**src/rtl/arm_mem_pkg.sv**
```systemverilog
// Shared definitions for the MEM-stage SRAM interface.
package arm_mem_pkg;

   typedef enum logic [1:0] {IDLE, LO, HI, DONE} sram_state_t;

   localparam logic [31:0] DEFAULT_MEM_BASE = 32'd1024;
   localparam int unsigned SRAM_AW          = 18;
   localparam int unsigned SRAM_DW          = 16;

endpackage

```
**src/rtl/sram_controller.sv**
```systemverilog
// Performs one 32-bit pipeline load/store as two half-word accesses on a 16-bit async SRAM,
// holding ready low (pipeline freeze) for a fixed 2*WAIT_CYCLES+1 clocks per request.
module sram_controller
   import arm_mem_pkg::*;
#(
   parameter int unsigned WAIT_CYCLES = 2,
   parameter logic [31:0] MEM_BASE    = DEFAULT_MEM_BASE
) (
   input  logic               clk,
   input  logic               rst,
   input  logic               rd_en,
   input  logic               wr_en,
   input  logic [31:0]        address,
   input  logic [31:0]        write_data,
   output logic [31:0]        read_data,
   output logic               ready,
   output logic [SRAM_AW-1:0] SRAM_ADDR,
   output logic [SRAM_DW-1:0] SRAM_DQ_out,
   output logic               SRAM_DQ_oe,
   input  logic [SRAM_DW-1:0] SRAM_DQ_in,
   output logic               SRAM_WE_N
);

   localparam logic [3:0] LastCnt = 4'(WAIT_CYCLES - 1);

   sram_state_t state_q;
   logic [3:0]  cnt_q;
   logic        wr_q;
   logic [31:0] buf_q;
   logic [31:0] read_data_q;

   logic        req;
   logic        last;
   logic        half;
   logic [16:0] word;

   assign req  = rd_en | wr_en;
   assign last = (cnt_q == LastCnt);
   assign half = (state_q == HI);
   assign word = 17'((address - MEM_BASE) >> 2);

   always_ff @(posedge clk) begin
      if (rst) begin
         state_q     <= IDLE;
         cnt_q       <= 4'd0;
         wr_q        <= 1'b0;
         buf_q       <= 32'd0;
         read_data_q <= 32'd0;
      end else begin
         unique case (state_q)
            IDLE: begin
               if (req) begin
                  wr_q    <= wr_en;
                  cnt_q   <= 4'd0;
                  state_q <= LO;
               end
            end
            LO, HI: begin
               // Read data is taken on the last phase cycle, after the full access time.
               if (!wr_q && last) begin
                  if (half) buf_q[31:16] <= SRAM_DQ_in;
                  else      buf_q[15:0]  <= SRAM_DQ_in;
               end
               if (last) begin
                  cnt_q   <= 4'd0;
                  state_q <= half ? DONE : HI;
               end else begin
                  cnt_q <= cnt_q + 4'd1;
               end
            end
            DONE: begin
               if (!wr_q) read_data_q <= buf_q;
               state_q <= IDLE;
            end
            default: state_q <= IDLE;
         endcase
      end
   end

   always_comb begin
      SRAM_ADDR   = '0;
      SRAM_DQ_out = '0;
      SRAM_DQ_oe  = 1'b0;
      SRAM_WE_N   = 1'b1;
      if (state_q == LO || state_q == HI) begin
         SRAM_ADDR = {word, half};
         if (wr_q) begin
            SRAM_DQ_oe  = 1'b1;
            SRAM_DQ_out = half ? write_data[31:16] : write_data[15:0];
            // Strobe released on the final phase cycle so data/address are held past WE_N rise.
            SRAM_WE_N   = last && (WAIT_CYCLES > 1);
         end
      end
   end

   always_comb begin
      unique case (state_q)
         IDLE:    ready = ~req;
         DONE:    ready = 1'b1;
         default: ready = 1'b0;
      endcase
   end

   assign read_data = read_data_q;

endmodule
```
**config.mk**
```make
export PLATFORM = sky130hd
export DESIGN_NAME = sram_controller
export DESIGN_NICKNAME = d
export VERILOG_FILES = /design/src/rtl/arm_mem_pkg.sv /design/src/rtl/sram_controller.sv
export SDC_FILE = /design/constraint.sdc
export NUM_CORES = 1
export LEC_CHECK = 0
export BUFFER_PORTS_ARGS = -buffer_cell sky130_fd_sc_hd__buf_2
export CORE_ASPECT_RATIO = 1.75
export CORE_MARGIN = 5
export CORE_UTILIZATION = 40
export DETAILED_ROUTE_END_ITERATION = 10
export GPL_TIMING_DRIVEN = 1
export HOLD_SLACK_MARGIN = 0.02
export PLACE_DENSITY = 0.72
export SYNTH_ARGS = -nofsm -noshare
export SYNTH_HDL_FRONTEND = slang
export SYNTH_SLANG_ARGS = --single-unit
```
**constraint.sdc**
```tcl
create_clock -name clk -period 3.75 [get_ports clk]
set_input_delay 0.75 -clock clk [delete_from_list [all_inputs] [get_ports clk]]
set_output_delay 0.75 -clock clk [all_outputs]
set_load 0.01 [all_outputs]
```
==> results.py <==
metrics = {
    "global_route": {
        "grt_max_degree": 47,
        "grt_usage_pct": 16.6,
        "use_met1_pct": 17.1,
        "grt_pass1_vias": 3151,
        "antenna_found_initial": 0,
        "gr-total-overflow": 0,
        "top_usage_layer": "met2",
        "grt.met2_usage_pct": 29.5,
        "grtUsageMet3_pct": 4.32,
        "grt_pass1_wl_mm": 13.6,
    },
    "yosys": {
        "synthesis.instances": 390,
        "syn_nets": 480,
        "synth_enable_flop_cells": 0,
        "seq_area_frac_synth_pct": 42.6,
        "synthDistinctLibCells": 33,
        "syn_area_sq_mm": 0.00334,
        "avgSynthCellArea_sq_um": 8.55,
        "yosys.area.top_type_share_pct": 42.6,
        "synthFlopType": "dfxtp_1",
        "synth.largest_area_cell": "dfxtp_1",
        "synthArstFlopShare_pct": 0,
        "yosys_warnings": 0,
        "ys_seq_elements": 71,
        "synthTopCellsByArea": "dfxtp_1 43%, mux2i_1 15%, nand2b_1 10%",
    },
    "worst_setup_path": {
        "cp_cell_sequence": "inv_1 -> ha_1 -> nand2_1 -> nor2_1 -> buf_2",
        "cp_slowest_stage_delay_ns": 0.62,
        "arrival_ns": 2.34,
        "required_ns": 3.00,
        "end_kind": "output port",
        "slowest_stage": "ha_1",
        "crit_fanout": 21,
        "crit_type": "flip-flop to output port",
        "start_kind": "flip-flop",
    },
    "die": {
        "die_w_um": 79.0,
        "start_util_pct": 40.7,
        "die_h_um": 131,
        "die-area_sq_mm": 0.0103,
        "num_rows": 44,
        "core_sq_mm": 0.00820,
        "num_io_pins": 153,
    },
    "timing": {
        "holdWs_ns": 0.450,
        "fin_crit_ns": 3.09,
        "fin_setup_tns_ns": 0,
        "fin_crit_sh_pct": 82.4,
        "tightest_slew_ns": 1.14,
        "slew_headroom_pct": 23.9,
        "report.final.slew_viol_count": 0,
        "final.setup_skew_ns": 0.00773,
        "rsz0062_at_grt": "false",
        "setup_viol": 0,
        "timing.fmax_mhz": 324,
        "finalHoldViolations": 0,
    },
    "placed_design": {
        "hpwl_mm": 6.19,
        "gp_congestion": 0.840,
        "io_buffers": 137,
    },
    "detailed_routing": {
        "drc": 0,
        "postRouteAntennaNets": 0,
        "routed_wl_mm": 8.25,
        "first_iter_violations": 115,
        "vias": 3061,
        "firstDrtPassIters": 4,
        "viasPerCell": 5.00,
        "post_drt_wl_per_cell_um": 13.5,
    },
    "clock_tree": {
        "worst_skew_pair.late_latency_ns": 0.32,
        "cts.clk_slew.worst_paths_ns": 0.05,
        "cts_resized": 0,
        "cts_tree": "built",
        "h-tree-depth": 3,
        "cts_sinks": 71,
        "root_buffer": "clkbuf_16",
        "cts_buffer_depth": 2,
        "cts_buffers": 9,
        "cts_hold_buf": 0,
        "cts_setup_buffers": 0,
    },
    "cells_and_area": {
        "layout_common_cells": "137 x buf_2, 71 x dfxtp_1, 67 x nand2_1, 54 x nand2b_1, 49 x mux2i_1",
        "post-route-util_pct": 53.0,
        "finalNetCount": 607,
        "fillers": 735,
        "syn2layout_area_growth_pct": 30.4,
        "antennaDiodeCount": 0,
        "drive_above_1_share_pct": 31.2,
        "final_common_cell": "buf_2",
    },
    "power": {
        "comb_power_share_pct": 27.2,
        "seq_power_share_pct": 36.6,
        "peakVddDrop_v": 0.000263,
        "clockPowerShare_pct": 36.3,
        "finalPower_uw": 2250,
        "p_sw_uw": 676,
        "switching_share_pct": 30.1,
        "p_int_uw": 1570,
        "power.density_mw_per_mm2": 517,
        "leakagePower_uw": 0.00198,
    },
    "flow_run": {
        "maxCapViolations": 0,
    },
    "run_status": {
        "status": "complete, no violations",
    },
    "hold_path": {
        "hold_class": "flip-flop to flip-flop",
    },
}
==> through the flow <==
stage          setup WS (ns)  cell area, sq um  std cells
2_1_floorplan          0.991              3340        390
3_3_place_gp           0.791              4060        598
3_5_place_dp           0.790              4060        598
4_1_cts                0.631              4350        612
5_1_grt                0.433              4350        612
6_report               0.659              4350        612
==> state kept, by name, summed over array words and instances, names as in the netlist <==
| register | cells |
|---|---|
| state_q | 2 |
| cnt_q | 4 |
| read_data | 32 |
| wr_q | 1 |
| buf_q | 32 |
==> final timing paths <==
path | endpoint | slack [ns] | from | cells past startpoint
setup / recovery | SRAM_DQ_out[5] | 0.66 | state_q[1] | 5
hold / removal | read_data[16] | 0.45 | buf_q[16] | 2
setup reg to reg | cnt_q[3] | 1.33 | state_q[1] | 5
hold reg to reg | read_data[16] | 0.45 | buf_q[16] | 2
==> critical path: cells and delay by family (launching register included) <==
kind	cells	cell delay [ns]
simple gates	2	0.79
fa+ha+maj	1	0.62
flops	1	0.36
buf+inv	2	0.25
==> kinds of logic after synthesis <==
logic type / share of synthesized area (%)
buffers and inverters: 4.50
AO/OA/AOI/OAI: 9.08
AND/OR/NAND/NOR: 26.6
multiplexers: 14.7
adder cells (fa/ha/maj): 2.25
XOR/XNOR: 0.263
flip-flops: 42.6
==> cell usage after synthesis, drive strengths merged, types with 2 or more instances <==
cell type	n
nor3b	2
nand2	67
mux2i	49
and2	8
buf	6
o21ai	5
nor2	24
nand2b	54
o32ai	2
nand3	2
a21oi	38
or4	4
inv	8
nor2b	4
a211oi	2
o31ai	3
ha	6
dfxtp	71
clkbuf	20
or3	4
==> power by group through the flow <==
| stage | registers [uW] | clock network [uW] | logic, uW |
|---|---|---|---|
| floorplan | 825 | 0 | 423 |
| global placement | 835 | 0 | 601 |
| detailed placement | 837 | 0 | 617 |
| CTS | 822 | 832 | 620 |
| global route | 828 | 870 | 684 |
| finish | 821 | 815 | 611 |
==> layout make-up <==
type	count	area [sq um]	share of cell area, %
Timing Repair Buffer	143	731	16.8
Tap cell	92	115	2.65
Multi-Input combinational cell	284	1770	40.6
Clock inverter	4	47.5	1.09
Inverter	8	30.0	0.690
Sequential cell	71	1420	32.7
Clock buffer	10	239	5.49
==> routing by layer <==
metal	up-vias	share of wire, %
met3	23	7.8
met4	0	4.5
met5	-	0
met1	1358	38
li1	1542	-
met2	138	50
No activity file was read; power rests on OpenSTA's default activity.
